$ cat src/rtl/roce_krnl_pkg.sv
// rtl/roce_krnl_pkg.sv - shared RoCE kernel types: meta arbiter FSM states and TX meta field offsets
// Contents:
//   meta_arb_state_t  - arbiter FSM encoding (IDLE, ARB, SEND)
//   META_*_LSB/_W     - bit positions of fields inside the TX meta word
package roce_krnl_pkg;

    typedef enum logic [1:0] {
        ST_IDLE = 2'd0,
        ST_ARB  = 2'd1,
        ST_SEND = 2'd2
    } meta_arb_state_t;

    localparam int META_OPCODE_LSB = 0;
    localparam int META_OPCODE_W   = 3;
    localparam int META_QPN_LSB    = 3;
    localparam int META_QPN_W      = 24;
    localparam int META_LADDR_LSB  = 27;
    localparam int META_LADDR_W    = 48;
    localparam int META_RADDR_LSB  = 75;
    localparam int META_RADDR_W    = 48;
    localparam int META_LEN_LSB    = 123;
    localparam int META_LEN_W      = 32;

endpackage

$ cat src/rtl/rr_arbiter.sv
// rtl/rr_arbiter.sv - combinational round-robin winner search
// Ports:
//   req   in  N   request vector
//   last  in  IW  index of the previous winner; search starts at last+1 and wraps
//   grant out N   one-hot winner (zero when no request)
//   valid out 1   a winner exists
module rr_arbiter #(
    parameter int N  = 4,
    parameter int IW = (N > 1) ? $clog2(N) : 1
) (
    input  logic [N-1:0]  req,
    input  logic [IW-1:0] last,
    output logic [N-1:0]  grant,
    output logic          valid
);

    logic [IW-1:0] idx;

    always_comb begin
        grant = '0;
        valid = 1'b0;
        idx   = '0;
        // Offsets 1..N visit every requester once, ending on last itself.
        for (int off = 1; off <= N; off++) begin
            idx = IW'((int'(last) + off) % N);
            if (!valid && req[idx]) begin
                grant[idx] = 1'b1;
                valid      = 1'b1;
            end
        end
    end

endmodule

$ cat src/rtl/roce_meta_arbiter.sv
// rtl/roce_meta_arbiter.sv - round-robin arbiter feeding requester metas to the RoCE TX meta stream
// Ports:
//   ap_clk, areset            clock, synchronous active-high reset
//   enable                    grants allowed when high
//   s_req_*                   NUM_REQ requester meta streams (tdata slice i*META_W)
//   m_axis_tx_meta_*          granted meta towards the RoCE stack
//   s_axis_tx_status_*        completion beats, each retires one outstanding meta
//   outstanding               metas handed over but not yet completed
//   grant_id                  requester of the current/last grant
//   status_underflow          sticky: completion seen with nothing outstanding
module roce_meta_arbiter
    import roce_krnl_pkg::*;
#(
    parameter int NUM_REQ   = 4,
    parameter int META_W    = 256,
    parameter int MAX_OUTST = 16
) (
    input  logic                          ap_clk,
    input  logic                          areset,
    input  logic                          enable,
    input  logic [NUM_REQ-1:0]            s_req_tvalid,
    output logic [NUM_REQ-1:0]            s_req_tready,
    input  logic [NUM_REQ*META_W-1:0]     s_req_tdata,
    output logic                          m_axis_tx_meta_tvalid,
    input  logic                          m_axis_tx_meta_tready,
    output logic [META_W-1:0]             m_axis_tx_meta_tdata,
    output logic [META_W/8-1:0]           m_axis_tx_meta_tkeep,
    output logic                          m_axis_tx_meta_tlast,
    input  logic                          s_axis_tx_status_tvalid,
    output logic                          s_axis_tx_status_tready,
    output logic [$clog2(MAX_OUTST):0]    outstanding,
    output logic [$clog2(NUM_REQ)-1:0]    grant_id,
    output logic                          status_underflow
);

    localparam int IW = $clog2(NUM_REQ);
    localparam int OW = $clog2(MAX_OUTST) + 1;

    meta_arb_state_t state, state_next;

    logic [NUM_REQ-1:0] arb_grant;
    logic               arb_valid;
    logic [IW-1:0]      win_id;
    logic [META_W-1:0]  win_data;
    logic               can_grant;
    logic               do_grant;
    logic               meta_hs;

    rr_arbiter #(
        .N  (NUM_REQ),
        .IW (IW)
    ) u_rr (
        .req   (s_req_tvalid),
        .last  (grant_id),
        .grant (arb_grant),
        .valid (arb_valid)
    );

    always_comb begin
        win_id   = '0;
        win_data = '0;
        for (int i = 0; i < NUM_REQ; i++) begin
            if (arb_grant[i]) begin
                win_id   = IW'(i);
                win_data = s_req_tdata[i*META_W +: META_W];
            end
        end
    end

    assign can_grant = (outstanding < OW'(MAX_OUTST));
    assign meta_hs   = m_axis_tx_meta_tvalid && m_axis_tx_meta_tready;

    always_comb begin
        state_next = state;
        do_grant   = 1'b0;
        case (state)
            ST_IDLE: begin
                if (enable) state_next = ST_ARB;
            end
            ST_ARB: begin
                if (!enable) begin
                    state_next = ST_IDLE;
                end else if (arb_valid && can_grant && !areset) begin
                    do_grant   = 1'b1;
                    state_next = ST_SEND;
                end
            end
            ST_SEND: begin
                // A transfer in progress completes even if enable drops.
                if (meta_hs) state_next = enable ? ST_ARB : ST_IDLE;
            end
            default: state_next = ST_IDLE;
        endcase
    end

    // The requester handshake is combinational so the accept and the
    // output-register load happen on the same edge.
    assign s_req_tready = do_grant ? arb_grant : '0;

    always_ff @(posedge ap_clk) begin
        if (areset) begin
            state                 <= ST_IDLE;
            m_axis_tx_meta_tvalid <= 1'b0;
            m_axis_tx_meta_tdata  <= '0;
            grant_id              <= IW'(NUM_REQ - 1);
            outstanding           <= '0;
            status_underflow      <= 1'b0;
        end else begin
            state <= state_next;
            if (do_grant) begin
                m_axis_tx_meta_tvalid <= 1'b1;
                m_axis_tx_meta_tdata  <= win_data;
                grant_id              <= win_id;
            end else if (meta_hs) begin
                m_axis_tx_meta_tvalid <= 1'b0;
            end
            case ({meta_hs, s_axis_tx_status_tvalid})
                2'b10: outstanding <= outstanding + OW'(1);
                2'b01: begin
                    if (outstanding == '0) status_underflow <= 1'b1;
                    else                   outstanding <= outstanding - OW'(1);
                end
                default: ;
            endcase
        end
    end

    assign m_axis_tx_meta_tkeep    = '1;
    assign m_axis_tx_meta_tlast    = 1'b1;
    assign s_axis_tx_status_tready = 1'b1;

endmodule
$ cat config.mk
export PLATFORM = sky130hd
export DESIGN_NAME = roce_meta_arbiter
export DESIGN_NICKNAME = d
export VERILOG_FILES = /design/src/rtl/roce_krnl_pkg.sv /design/src/rtl/rr_arbiter.sv /design/src/rtl/roce_meta_arbiter.sv
export SDC_FILE = /design/constraint.sdc
export NUM_CORES = 1
export LEC_CHECK = 0
export CELL_PAD_IN_SITES_DETAIL_PLACEMENT = 1
export CELL_PAD_IN_SITES_GLOBAL_PLACEMENT = 1
export CORE_AREA = 5 5 512 514
export CTS_CLUSTER_DIAMETER = 80
export DETAILED_ROUTE_END_ITERATION = 10
export DIE_AREA = 0 0 517 519
export PLACE_DENSITY = 0.38
export REMOVE_ABC_BUFFERS = 1
export SLEW_MARGIN = 20
export SYNTH_ARGS = -nofsm -noshare
export SYNTH_HDL_FRONTEND = slang
export SYNTH_SLANG_ARGS = --single-unit
export TNS_END_PERCENT = 1
$ cat constraint.sdc
create_clock -name ap_clk -period 3.7 [get_ports ap_clk]
set_input_delay 0.74 -clock ap_clk [delete_from_list [all_inputs] [get_ports ap_clk]]
set_output_delay 0.74 -clock ap_clk [all_outputs]
set_load 0.005 [all_outputs]
==> metrics.yaml <==
path_class: "in2out"
grt_overflow: 0
cts_root_buf: "clkbuf_16"
vdd_ir_drop_max_uv: 357.8
fin_crit_sh_pct: 98.52
critPathMaxFanout: 7
drv_cap: 0
grt_util_all_layers_pct: 16.16
routed_wl_um: 228900
grt_pass1_vias: 28650
timing.rr.start: "grant_id[0]"
synth-edff-count: 0
wire_per_inst_um: 31.17
cts_buffer_depth: 3
vias: 27690
grt_pass1_wl_um: 292400
antenna_found_initial: 222
ys_ff_latch: 267
async_reset_ff_share_pct: 0
synth_cell_types: 49
hold_buffers: 0
ys.flop_type: "dfxtp_1"
core_mm2: 0.2565
layout-drive-gt1-share_pct: 11.33
rows: 186
start_util_pct: 7.031
cp_cell_sequence: "clkdlybuf4s50_1 -> mux4_2 -> buf_6 -> a221o_1 -> a21oi_4 -> o21a_4 -> nor2_1 -> dlygate4sd2_1"
clk_pin_slew_worst_paths_ps: 60
finClkSkew_ps: 34.17
hpwl_um: 194900
max_freq_mhz: 274.3
min_from: "m_axis_tx_meta_tdata[34]"
drt_iter0_drc: 1547
holdWs_ps: 482.7
cp-start-kind: "primary input"
grt_max_degree: 73
r2r-end: "m_axis_tx_meta_tdata[219]"
rsz0062_at_grt: "yes"
h-tree-depth: 2
ys_warn_count: 0
avgSynthCellArea_um2: 7.221
fin_nets: 4926
n_fill_cell: 30240
end_kind: "primary output"
cts_inserted_buffers: 58
die-area_mm2: 0.2683
final_hold_viol_count: 0
r2r_slack_ps: 360
final_core_util_pct: 15.27
outcome: "finished clean"
pin_count: 1336
die_width_um: 517
ant_nets: 0
tightestPinTransition_ps: 891.6
synth_area_mm2: 0.01803
slew_headroom_pct: 40.56
dieHeight_um: 519
synthCells: 2497
slew_viol_final: 0
hold_class: "reg2reg"
clock_sinks: 267
power.density_mw_per_mm2: 371.6
reg2reg_depth: 10
gp_congestion: 0.8558
dr.pass1.iters: 5
min_path_cells: 2
port_buffers: 1301
insertion_delay_ps: 690
max_stage_delay_ps: 520
route.detailed.drc: 0
ys_seq_area_share_pct: 29.64
hold_path_end: "m_axis_tx_meta_tdata[34]"
required_ps: 2960
arrival_ps: 2910
post-route-min-period_ps: 3645
setup_viol: 0
syn2layout_area_growth_pct: 117.1
via_per_inst: 3.770
cellLeakagePower_nw: 13.64
slowest_stage: "mux4_2"
tritoncts: "yes"
-- power breakdown --
part           total (mW)  switching [mW]  leakage, nW  internal (mW)
Clock                5.65            2.16        0.963           3.49
Combinational        5.61            2.86         10.5           2.75
Sequential           3.29           0.186         2.16           3.11
Total                14.5            5.21         13.6           9.34
-- placed cells by master, fill, tap and decap left out, types with 5 or more instances in the layout --
master	count
clkdlybuf4s50_1	1294
o21ai_0	282
dfxtp_1	266
nand2_1	264
inv_1	262
o22ai_1	259
a22oi_1	257
a311oi_1	256
buf_4	256
o21ai_1	230
clkbuf_16	59
buf_12	54
conb_1	34
diode_2	31
nor2_1	13
clkbuf_8	12
clkbuf_1	11
ha_1	10
clkinv_2	9
bufinv_16	5
clkinvlp_4	5
-- cells in the mapped netlist, types with 2 or more instances --
cell	count	area share (%)
o21ai_1	231	6.4
clkbuf_1	164	3.4
a21o_1	2	0.083
and3b_1	3	0.15
a311oi_1	256	12
a21oi_1	4	0.11
nand3b_1	4	0.17
mux2_2	3	0.19
mux2i_1	6	0.33
o21ai_0	282	7.8
dfxtp_1	267	30
inv_1	263	5.5
nor2b_1	2	0.069
buf_4	40	1.7
ha_1	11	0.76
or2_2	3	0.10
nor3_1	3	0.083
nand2_1	264	5.5
nor2_1	15	0.31
buf_2	117	3.2
a21oi_2	2	0.097
o22ai_1	260	9.0
nand2b_1	5	0.17
and2_1	3	0.10
mux4_2	3	0.37
and3_1	3	0.10
xnor2_1	3	0.15
a22oi_1	257	11
-- through the flow --
stage | setup WS [ps] | area (um^2) | TNS [ps] | total power, mW | instances
CTS | -108.7 | 39000 | -108.7 | 14.92 | 7309
detailed placement | -464.9 | 36930 | -32620 | 9.019 | 7199
global placement | -413.2 | 36930 | -29410 | 8.999 | 7199
floorplan | -8678 | 16640 | -2218180 | 5.266 | 2208
global route | -32.51 | 39100 | -69.37 | 15.29 | 7325
finish | 54.80 | 39150 | 0 | 14.55 | 7344
-- critical path, delay by kind of cell --
kind            cells  cell delay [ps]
mux                 1              520
simple gates        1               40
buf+inv             3              910
compound gates      3              680
-- final cells by class --
cell class,instances,area (um^2),area share (%)
Antenna cell,31,77.57,0.1981
Clock buffer,82,1683,4.298
Clock inverter,26,294.0,0.7510
Inverter,263,987.2,2.522
Multi-Input combinational cell,1678,10480,26.77
Sequential cell,267,5349,13.66
Tap cell,3384,4234,10.81
Timing Repair Buffer,1613,16050,40.99
-- routing by layer --
layer  wire, um  track usage, %
met3      23990           7.480
met4       4034           3.005
met1      93010           18.94
met5       1200               0
met2     106700           27.08
-- sequential cells by signal (all words and copies together) (netlist names) --
name / count
m_axis_tx_meta_tdata: 256
state: 2
outstanding: 5
m_axis_tx_meta_tvalid: 1
status_underflow: 1
grant_id: 2
-- cells by family (layout without fill, tap and decap cells) --
logic type	after synthesis	in the layout	synth area share [%]
xor gates and xnor gates	4	4	0.1943
buffers and inverters	585	1984	13.86
AOI/OAI and AO/OA	1306	1306	47.52
other	1	65	0.02080
DFF	267	267	29.64
and+or+nand+nor	310	310	6.988
adders and majority gates	12	12	0.8743
muxes	12	12	0.8951
-- worst max-delay path by stage --
stage | cells after the start | start | to
after floorplan | 7 | grant_id[0] | s_req_tready[1]
after global placement | 7 | s_req_tvalid[2] | s_req_tready[3]
after detailed placement | 11 | s_req_tvalid[1] | m_axis_tx_meta_tdata[28]
after CTS | 9 | grant_id[0] | s_req_tready[2]
after global routing | 10 | grant_id[0] | s_req_tready[0]
final | 8 | s_req_tvalid[0] | s_req_tready[1]
-- timing repair --
item                                    4_1_cts  5_1_grt
pin swaps                                     6        3
hold endpoints to repair                      0        0
endpoints found under the setup margin        4        1
resized for setup                            28        9
setup buffers                                 2        4
(Power assumes the default switching activity.)
